**config.mk**
```make
export PLATFORM = sky130hd
export DESIGN_NAME = fmap_stream_loader
export DESIGN_NICKNAME = d
export VERILOG_FILES = /design/src/rtl/fmap_pkg.sv /design/src/rtl/fmap_bank.sv /design/src/rtl/fmap_stream_loader.sv
export SDC_FILE = /design/constraint.sdc
export NUM_CORES = 2
export LEC_CHECK = 0
export CAP_MARGIN = 20
export CELL_PAD_IN_SITES_DETAIL_PLACEMENT = 1
export CELL_PAD_IN_SITES_GLOBAL_PLACEMENT = 1
export CORE_MARGIN = 2
export CORE_UTILIZATION = 35
export CTS_CLUSTER_DIAMETER = 150
export CTS_CLUSTER_SIZE = 14
export DETAILED_ROUTE_END_ITERATION = 6
export PLACE_DENSITY_LB_ADDON = 0.1
export SYNTH_ARGS = -nofsm -noshare
export SYNTH_HDL_FRONTEND = slang
export SYNTH_SLANG_ARGS = --single-unit
```
**constraint.sdc**
```tcl
create_clock -name clk -period 5.32 [get_ports clk]
set_input_delay 1.596 -clock clk [delete_from_list [all_inputs] [get_ports clk]]
set_output_delay 1.596 -clock clk [all_outputs]
set_load 0.02 [all_outputs]
```
**src/rtl/fmap_pkg.sv**
```systemverilog
// ---------------------------------------------------------------------------
// fmap_pkg
//   Shared definitions for the feature-map path of the CSP/CBS conv chain.
//   - DATA_WIDTH / FMAP_D / FMAP_H / FMAP_W : default element width and frame
//     geometry used by every stage.
//   - elem_index(d, h, w) : flat, channel-major element number within a frame.
//   - frame_bits(d, h, w, dw) : width of the flat frame bus, used for port
//     sizing by the loader and the conv stages.
// ---------------------------------------------------------------------------
package fmap_pkg;

    localparam int DATA_WIDTH = 16;
    localparam int FMAP_D     = 3;
    localparam int FMAP_H     = 4;
    localparam int FMAP_W     = 4;

    // Channel-major ordering: d is the slowest index, w the fastest.
    function automatic int elem_index(input int d, input int h, input int w);
        return d * FMAP_H * FMAP_W + h * FMAP_W + w;
    endfunction

    function automatic int frame_bits(input int d, input int h, input int w,
                                      input int dw);
        return d * h * w * dw;
    endfunction

endpackage

```
**src/rtl/fmap_bank.sv**
```systemverilog
// ---------------------------------------------------------------------------
// fmap_bank
//   One frame buffer of N elements, each DATA_WIDTH bits, presented as a flat
//   vector with element 0 at the MSB end.
//   Ports:
//     clk    : clock, all state on rising edge
//     reset  : synchronous active-low clear of the whole frame
//     we     : write one element this cycle
//     idx    : element number to write (0..N-1)
//     wdata  : element value
//     q      : whole frame, element i at bits [(N-1-i)*DATA_WIDTH +: DATA_WIDTH]
// ---------------------------------------------------------------------------
module fmap_bank #(
    parameter  int DATA_WIDTH = 16,
    parameter  int N          = 48,
    localparam int IDX_W      = (N > 1) ? $clog2(N) : 1
) (
    input  logic                    clk,
    input  logic                    reset,
    input  logic                    we,
    input  logic [IDX_W-1:0]        idx,
    input  logic [DATA_WIDTH-1:0]   wdata,
    output logic [N*DATA_WIDTH-1:0] q
);

    // NOTE: sequential state is assigned with <= so every register samples
    // pre-edge values; blocking assignments here would create ordering races.
    // NOTE: this storage is deliberately reset: the frame bus must read as all
    // zeros after reset, so it cannot be left as an unreset RAM-style array.
    always_ff @(posedge clk) begin
        if (!reset) begin
            q <= '0;
        end else if (we) begin
            q[(N - 1 - int'(idx)) * DATA_WIDTH +: DATA_WIDTH] <= wdata;
        end
    end

endmodule

```
**src/rtl/fmap_stream_loader.sv**
```systemverilog
// ---------------------------------------------------------------------------
// fmap_stream_loader
//   Upstream input stage of the conv chain. Collects one element per beat from
//   a valid/ready stream (channel-major: d, h, w) into a ping-pong pair of
//   frame banks and presents each completed frame on the flat bus x until the
//   consumer acknowledges it.
//   Ports:
//     clk       : clock, all state on rising edge
//     reset     : synchronous active-low reset
//     in_data   : stream element
//     in_valid  : in_data valid
//     in_sof    : start of frame, meaningful only on an accepted beat
//     in_ready  : a beat can be accepted this cycle
//     x         : flat frame, [0:...] ordering, element 0 in x[0 +: DATA_WIDTH]
//     out_valid : x holds a complete frame
//     out_ack   : consumer has taken the frame (ignored while out_valid=0)
//     sof_err   : one-cycle pulse, a partial frame was abandoned by in_sof
// ---------------------------------------------------------------------------
module fmap_stream_loader
    import fmap_pkg::*;
#(
    parameter int DATA_WIDTH = fmap_pkg::DATA_WIDTH,
    parameter int D          = FMAP_D,
    parameter int H          = FMAP_H,
    parameter int W          = FMAP_W
) (
    input  logic                                       clk,
    input  logic                                       reset,
    input  logic [DATA_WIDTH-1:0]                      in_data,
    input  logic                                       in_valid,
    input  logic                                       in_sof,
    output logic                                       in_ready,
    output logic [0:frame_bits(D, H, W, DATA_WIDTH)-1] x,
    output logic                                       out_valid,
    input  logic                                       out_ack,
    output logic                                       sof_err
);

    localparam int N     = D * H * W;
    localparam int CNT_W = (N > 1) ? $clog2(N) : 1;
    localparam logic [CNT_W-1:0] CNT_LAST = CNT_W'(N - 1);

    logic [CNT_W-1:0]        cnt;
    logic [CNT_W-1:0]        base_idx;
    logic [CNT_W-1:0]        cnt_next;
    logic                    wr_bank;
    logic                    rd_bank;
    logic [1:0]              full;
    logic                    accept;
    logic                    frame_done;
    logic                    ack_take;
    logic                    sof_err_next;
    logic [1:0]              bank_we;
    logic [N*DATA_WIDTH-1:0] bank_q [2];

    // The filling bank is always the one not flagged full, so a free filling
    // bank is exactly the condition for taking another beat.
    assign in_ready  = reset & ~full[wr_bank];
    assign out_valid = full[rd_bank];
    assign x         = bank_q[rd_bank];

    // NOTE: every signal driven here gets a value on every path through the
    // block; a missing assignment would silently infer a latch.
    always_comb begin
        accept       = in_valid & in_ready;
        // in_sof forces the beat to element 0 regardless of where cnt is.
        base_idx     = in_sof ? '0 : cnt;
        frame_done   = accept & (base_idx == CNT_LAST);
        cnt_next     = frame_done ? '0 : base_idx + CNT_W'(1);
        sof_err_next = accept & in_sof & (cnt != '0);
        ack_take     = out_ack & full[rd_bank];
        bank_we      = {accept & wr_bank, accept & ~wr_bank};
    end

    // Completion always targets full[wr_bank] and ack always full[rd_bank];
    // when both happen in one cycle they are different banks.
    always_ff @(posedge clk) begin
        if (!reset) begin
            cnt     <= '0;
            wr_bank <= 1'b0;
            rd_bank <= 1'b0;
            full    <= '0;
            sof_err <= 1'b0;
        end else begin
            sof_err <= sof_err_next;
            if (accept) begin
                cnt <= cnt_next;
                if (frame_done) begin
                    full[wr_bank] <= 1'b1;
                    wr_bank       <= ~wr_bank;
                end
            end
            if (ack_take) begin
                full[rd_bank] <= 1'b0;
                rd_bank       <= ~rd_bank;
            end
        end
    end

    for (genvar b = 0; b < 2; b++) begin : g_bank
        fmap_bank #(
            .DATA_WIDTH (DATA_WIDTH),
            .N          (N)
        ) u_bank (
            .clk   (clk),
            .reset (reset),
            .we    (bank_we[b]),
            .idx   (base_idx),
            .wdata (in_data),
            .q     (bank_q[b])
        );
    end

endmodule

```
# ---- Yosys cells after proc, flatten, opt, wreduce, memory -nomap -nowiden
# Cells that the tools add are included.
dict set report totals {
  reg_bits 1547
  out_inout_bits 771
  wordCells 56
}
dict set report classes {
  order_cmp 5
  reduce_logical 4
  n_addsub 3
  eq_ne 1
  muxes 19
  shifts 2
  bitwise_logic 15
}
# cell count
set op_table {}
lappend op_table {{2-to-1 mux 768 bit} 3}
lappend op_table {{bitwise mux 768 bit} 2}
lappend op_table {{variable shift 16 x 33 -> 768 bit (first input constant)} 1}
lappend op_table {{indexed part select 16 x 33 -> 768 bit} 1}
lappend op_table {{negation 32 -> 33 bit} 1}
lappend op_table {{2-to-1 mux 6 bit} 2}
lappend op_table {{bitwise AND 1 bit} 8}
lappend op_table {{2-to-1 mux 2 bit} 4}
lappend op_table {{subtractor 6 x 6 -> 7 bit (first input constant)} 1}
lappend op_table {{adder 6 x 1 -> 6 bit (second input constant)} 1}
lappend op_table {{equality test 6 bit (second input constant)} 1}
lappend op_table {{2-to-1 mux 1 bit} 6}
lappend op_table {{nonzero test 6 bit} 1}
lappend op_table {{less-than comparator 1 x 2 -> 1 bit (second input constant)} 2}
lappend op_table {{NOT 1 bit} 3}
lappend op_table {{bitwise AND 2 bit} 1}
lappend op_table {{demux 1 bit (select 1 bit)} 2}
lappend op_table {{>= comparator 1 bit (second input constant)} 2}
lappend op_table {{>= comparator 2 bit (second input constant)} 1}
lappend op_table {{logical AND 1 bit} 2}
lappend op_table {{NOT 1 -> 2 bit} 1}
lappend op_table {{NOT 2 bit} 1}
lappend op_table {{OR 2 bit} 1}
lappend op_table {{AND reduction 2 bit} 1}

# ---- Longest topological paths before layout
dict set report depth {
  depth_word 11
  ltp_mapped 16
  mapped_depth_nobuf 12
}

# ---- Cells and area by module
# Synthesis repeated with hierarchy kept, for this count alone.
dict set report unflattened {
  cells_unflattened 7353
  hier_area_um2 70566.4
}
# mod cells_each instances area_per_inst_um2
set by_module_without_submodules {}
lappend by_module_without_submodules {{fmap_bank (g_bank[0].u_bank)} 3276 1 31335.1}
lappend by_module_without_submodules {{fmap_bank (g_bank[1].u_bank)} 3143 1 29612.2}
lappend by_module_without_submodules {fmap_stream_loader 934 1 9619.2}

# ---- Worst setup path after synthesis
# OpenSTA, ideal clock, no wires.
dict set report synth_timing {
  path_kind {input -> register}
  startpoint {in in_sof}
  endpoint {reg g_bank[0].u_bank.q[38]}
  arrival_time_ps 4835
  setup_time_ps 123
  setup_slack_ps 362
  path_buffers 2
  required_time_ps 5197
  cell_stages 14
  path_cell_list {clkbuf_2 nor2b_1 ha_1 nor3b_2 nand3_1 inv_1 nand2_1 ha_1 nor4b_2 nand4_1 a211oi_4 nand3_4 buf_6 mux2i_1}
}
dict set report synth_between {
  elab_chain_len 5
}
# item line_no
set synth_lines {}
lappend synth_lines {{from (decl)} fmap_stream_loader.sv:31} ;# input logic in_sof,
lappend synth_lines {{2-to-1 mux 6 bit (*)} fmap_stream_loader.sv:67} ;# base_idx = in_sof ? '0 : cnt;
lappend synth_lines {{subtractor 6 x 6 -> 7 bit (*)} fmap_bank.sv:34} ;# q[(N - 1 - int'(idx)) * DATA_WIDTH +: DATA_WIDTH] <= wdata;
lappend synth_lines {{negation 32 -> 33 bit (*)} fmap_bank.sv:34}
lappend synth_lines {{indexed part select 16 x 33 -> 768 bit / variable shift 16 x 33 -> 768 bit (equally long branches)} fmap_bank.sv:34}
lappend synth_lines {{bitwise mux 768 bit (*)} fmap_bank.sv:34}
lappend synth_lines {{to (signal, indexed assignment)} fmap_bank.sv:34}
lappend synth_lines {{to (decl)} fmap_bank.sv:23} ;# output logic [N*DATA_WIDTH-1:0] q
# Every way passes the cells marked *; elsewhere a longest branch is shown, timed or not.
# A chain may end at the register's enable or synchronous reset.

# ---- Worst setup path in the final report
dict set report layout_timing {
  startpoint {reg rd_bank}
  endpoint {out x[599] (netlist bit)}
}
dict set report layout_between {
  elab_chain_len 4
}
# item line_no
set layout_lines {}
lappend layout_lines {{from (decl)} fmap_stream_loader.sv:47} ;# logic rd_bank;
lappend layout_lines {{from (signal assigned)} fmap_stream_loader.sv:95} ;# rd_bank <= ~rd_bank;
lappend layout_lines {{NOT 1 -> 2 bit (not written as such)} fmap_stream_loader.sv:60} ;# assign x = bank_q[rd_bank];
lappend layout_lines {{2-to-1 mux 768 bit (not written as such) (3 in a row)} fmap_stream_loader.sv:60}
lappend layout_lines {{to (decl)} fmap_stream_loader.sv:33} ;# output logic [0:frame_bits(D, H, W, DATA_WIDTH)-1] x,
# Every way passes these cells. The select of a mux whose other input is x is not followed.

==> impl_metrics.json <==
{
  "crit_path_max_incr_delay_ps": 670,
  "power_w": 0.02062,
  "arrival_ps": 3100,
  "io_pins": 792,
  "synth.top_cell.area_share_pct": 45.80,
  "switching_share_pct": 23.77,
  "setup_ws_ps": 626.8,
  "die_area_sq_mm": 0.1967,
  "dpl.cell_count": 9645,
  "p_clk_share_pct": 40.5,
  "initial_core_util_pct": 35.19,
  "tns_ps": 0,
  "core_sq_mm": 0.1922,
  "die_h_um": 443.6,
  "synth-edff-count": 0,
  "drcViolationCount": 0,
  "power_density_mw_per_mm2": 247.8,
  "cts_buffers": 120,
  "drive_gt1_share_pct": 17.94,
  "period_needed_ps": 4693,
  "cts_sinks": 1547,
  "comb_power_share_pct": 3.3,
  "finalHoldViolCount": 0,
  "synth_common_cells": "1547 x dfxtp_1, 1545 x nand2_1, 1510 x mux2i_1",
  "htree_levels": 3,
  "hold_buffers": 0,
  "synth_top_flop_cell": "dfxtp_1",
  "die_w_um": 443.6,
  "root_buffer": "clkbuf_16",
  "criticalPathCategory": "reg -> out",
  "routedWlPerCell_um": 25.56,
  "netlist_instances": 6612,
  "path_depth": 4,
  "synth_seq_cells": 1547,
  "fin_util_pct": 43.30,
  "crit_path_start_kind": "flip-flop",
  "crit_chain": "buf_12, buf_4, mux2_2, clkdlybuf4s50_1",
  "cap_violations": 0,
  "worstSetupEndpointType": "output pin",
  "ys_seq_area_share_pct": 45.80,
  "hold_depth": 2,
  "cp_num_buf_inv": 3,
  "clk_path_buf_depth": 3,
  "cpLargestDelayFamily": "buffers and inverters",
  "skew_ps": 30.87,
  "min_from": "g_bank[1].u_bank.q[72]",
  "period_share_pct": 88.22,
  "dr.first_iter.drc_count": 2398,
  "fmax_mhz": 213.1,
  "place_congestion": 0.7973,
  "grt_setup_unrepaired": "no",
  "worst_slew_pin_slew_ps": 1187,
  "grt_overflow": 0,
  "cp_max_fo": 29,
  "final_cell_count_no_fill": 9774,
  "rows": 161,
  "syn_area_per_cell_sq_um": 10.23,
  "tritoncts": "done",
  "pwr-share-seq_pct": 56.2,
  "synthToLayoutAreaGrowth_pct": 23.04,
  "yosysWarnings": 0,
  "grt_start_max_net_pins": 213,
  "cts_resized": 0,
  "grt_pass1_wl_um": 365700,
  "relSlewSlack_pct": 20.89,
  "first_pass_iters": 5,
  "insertion_delay_ps": 770,
  "synthArstFlopShare_pct": 0,
  "cts_setup_buffers": 0,
  "synth_most_common_cell": "dfxtp_1",
  "required_ps": 3720,
  "synth.distinct_cells": 66,
  "final_antenna_net_count": 0,
  "synth_area_leaders": "dfxtp_1 46%, mux2i_1 22%, mux2_2 13%, nand2_1 8.6%, nand3_1 2.9%",
  "wirelength_um": 249800,
  "netlist_area_sq_mm": 0.06762,
  "cpMaxStageDelayCell": "clkdlybuf4s50_1",
  "p_sw_w": 0.004902,
  "grt_pass1_vias": 53460,
  "hpwl_um": 165400,
  "yosys.area.top_type": "dfxtp_1",
  "p_leak_nw": 37.62,
  "crit-reg2reg-launch": "cnt[4]",
  "via_per_inst": 5.199,
  "finalSetupViolCount": 0,
  "via_count": 50820,
  "reg2reg_depth": 15,
  "grt_util_all_layers_pct": 24.61,
  "antenna_found_initial": 11,
  "post-place-ws_ps": -48.61,
  "internal-power_w": 0.01572,
  "final_nets": 7272,
  "port_buffers": 791,
  "status": "completed",
  "startpoint": "rd_bank",
  "syn-num-nets": 6643,
  "hold_class": "reg -> reg",
  "ir_drop_mv": 0.2424,
  "path_clk_slew_ps": 80,
  "drv_slew": 0
}
worst register-to-register path, stage by stage, from the launching register on:
cell and delay, ps:
dfxtp_1 500, nand2b_1 120, ha_1 320, nor3b_2 190
nand3_1 130, inv_1 110, nand2_1 70, ha_1 330
nor4b_2 390, nand4_1 310, buf_4 250, a21oi_4 190
buf_12 200, nand3_2 130, buf_12 190, mux2i_1 140
cell type report:
| cell class | count | area [sq um] |
|---|---|---|
| diodes | 3 | 7.507 |
| repair buffers | 1052 | 11540 |
| fillers | 20900 | 109000 |
| well taps | 2526 | 3161 |
| inverters | 4 | 15.01 |
| flip-flops and latches | 1547 | 30970 |
| clock buffers | 123 | 3057 |
| clock inverters | 3 | 45.04 |
| multi-input cells | 4516 | 34410 |
final timing paths:
path         slack (ps)                       to
max                 630                   x[599]
min                 460   g_bank[1].u_bank.q[72]
max reg2reg        1610  g_bank[1].u_bank.q[389]
min reg2reg         460   g_bank[1].u_bank.q[72]
per-layer routing:
layer / wire [um] / GRT usage [%] / vias up
li1: - / - / 23910
met4: 10500 / 9.984 / 2
met2: 125500 / 43.68 / 831
met5: 13 / 0 / -
met1: 105400 / 29.85 / 25760
met3: 8449 / 3.289 / 316
logic make-up (layout without fill, tap and decap cells):
logic type,count (synthesis),count (layout),share of synthesized area [%]
other,0,3,0
AOI/OAI and AO/OA,74,74,0.9492
adders and majority gates,10,10,0.1961
and+or+nand+nor,2149,2149,14.19
DFF,1547,1547,45.80
muxes,2281,2281,35.20
xor gates and xnor gates,2,2,0.02591
buffers and inverters,549,1182,3.651
power by group through the flow:
stage | clock [W] | combinational [W] | sequential [W]
final | 0.00836 | 0.000679 | 0.0116
after global routing | 0.00906 | 0.000715 | 0.0116
after CTS | 0.00866 | 0.000693 | 0.0116
after detailed placement | 0 | 0.000693 | 0.0119
after global placement | 0 | 0.000687 | 0.0119
after floorplan | 0 | 0.000340 | 0.0119
per-stage QoR:
step / area [sq um] / hold slack (ps)
global route: 83200 / 473.0
floorplan: 67620 / 431.3
CTS: 83200 / 461.1
detailed placement: 80100 / 447.4
finish: 83210 / 456.2
global placement: 80100 / 438.0
cells in the final DEF, fill, tap and decap left out, drive strengths merged, types with 2 or more instances in the layout:
master / n
nor2b: 7
nor2: 20
xor2: 2
a21oi: 10
diode: 3
a2bb2oi: 3
nor3b: 3
or3b: 2
a31oi: 3
clkbuf: 123
nand3b: 2
nand4b: 2
nand3: 472
a22o: 31
nor4b: 2
mux2i: 1510
buf: 279
nand2: 1545
and3: 8
mux2: 771
inv: 6
nor4: 3
clkdlybuf4s50: 773
nand2b: 5
or4: 2
and2: 2
nor3: 6
a311oi: 2
ha: 9
and4bb: 4
dfxtp: 1547
nand4: 56
a211oi: 16
and4: 4
and4b: 2
state kept, by name, summed over array words and instances, names as in the netlist:
signal and cells:
rd_bank 1, full 2, g_bank.u_bank.q 1536, wr_bank 1
cnt 6, sof_err 1
Note: power is estimated with default switching activity, not from simulation.
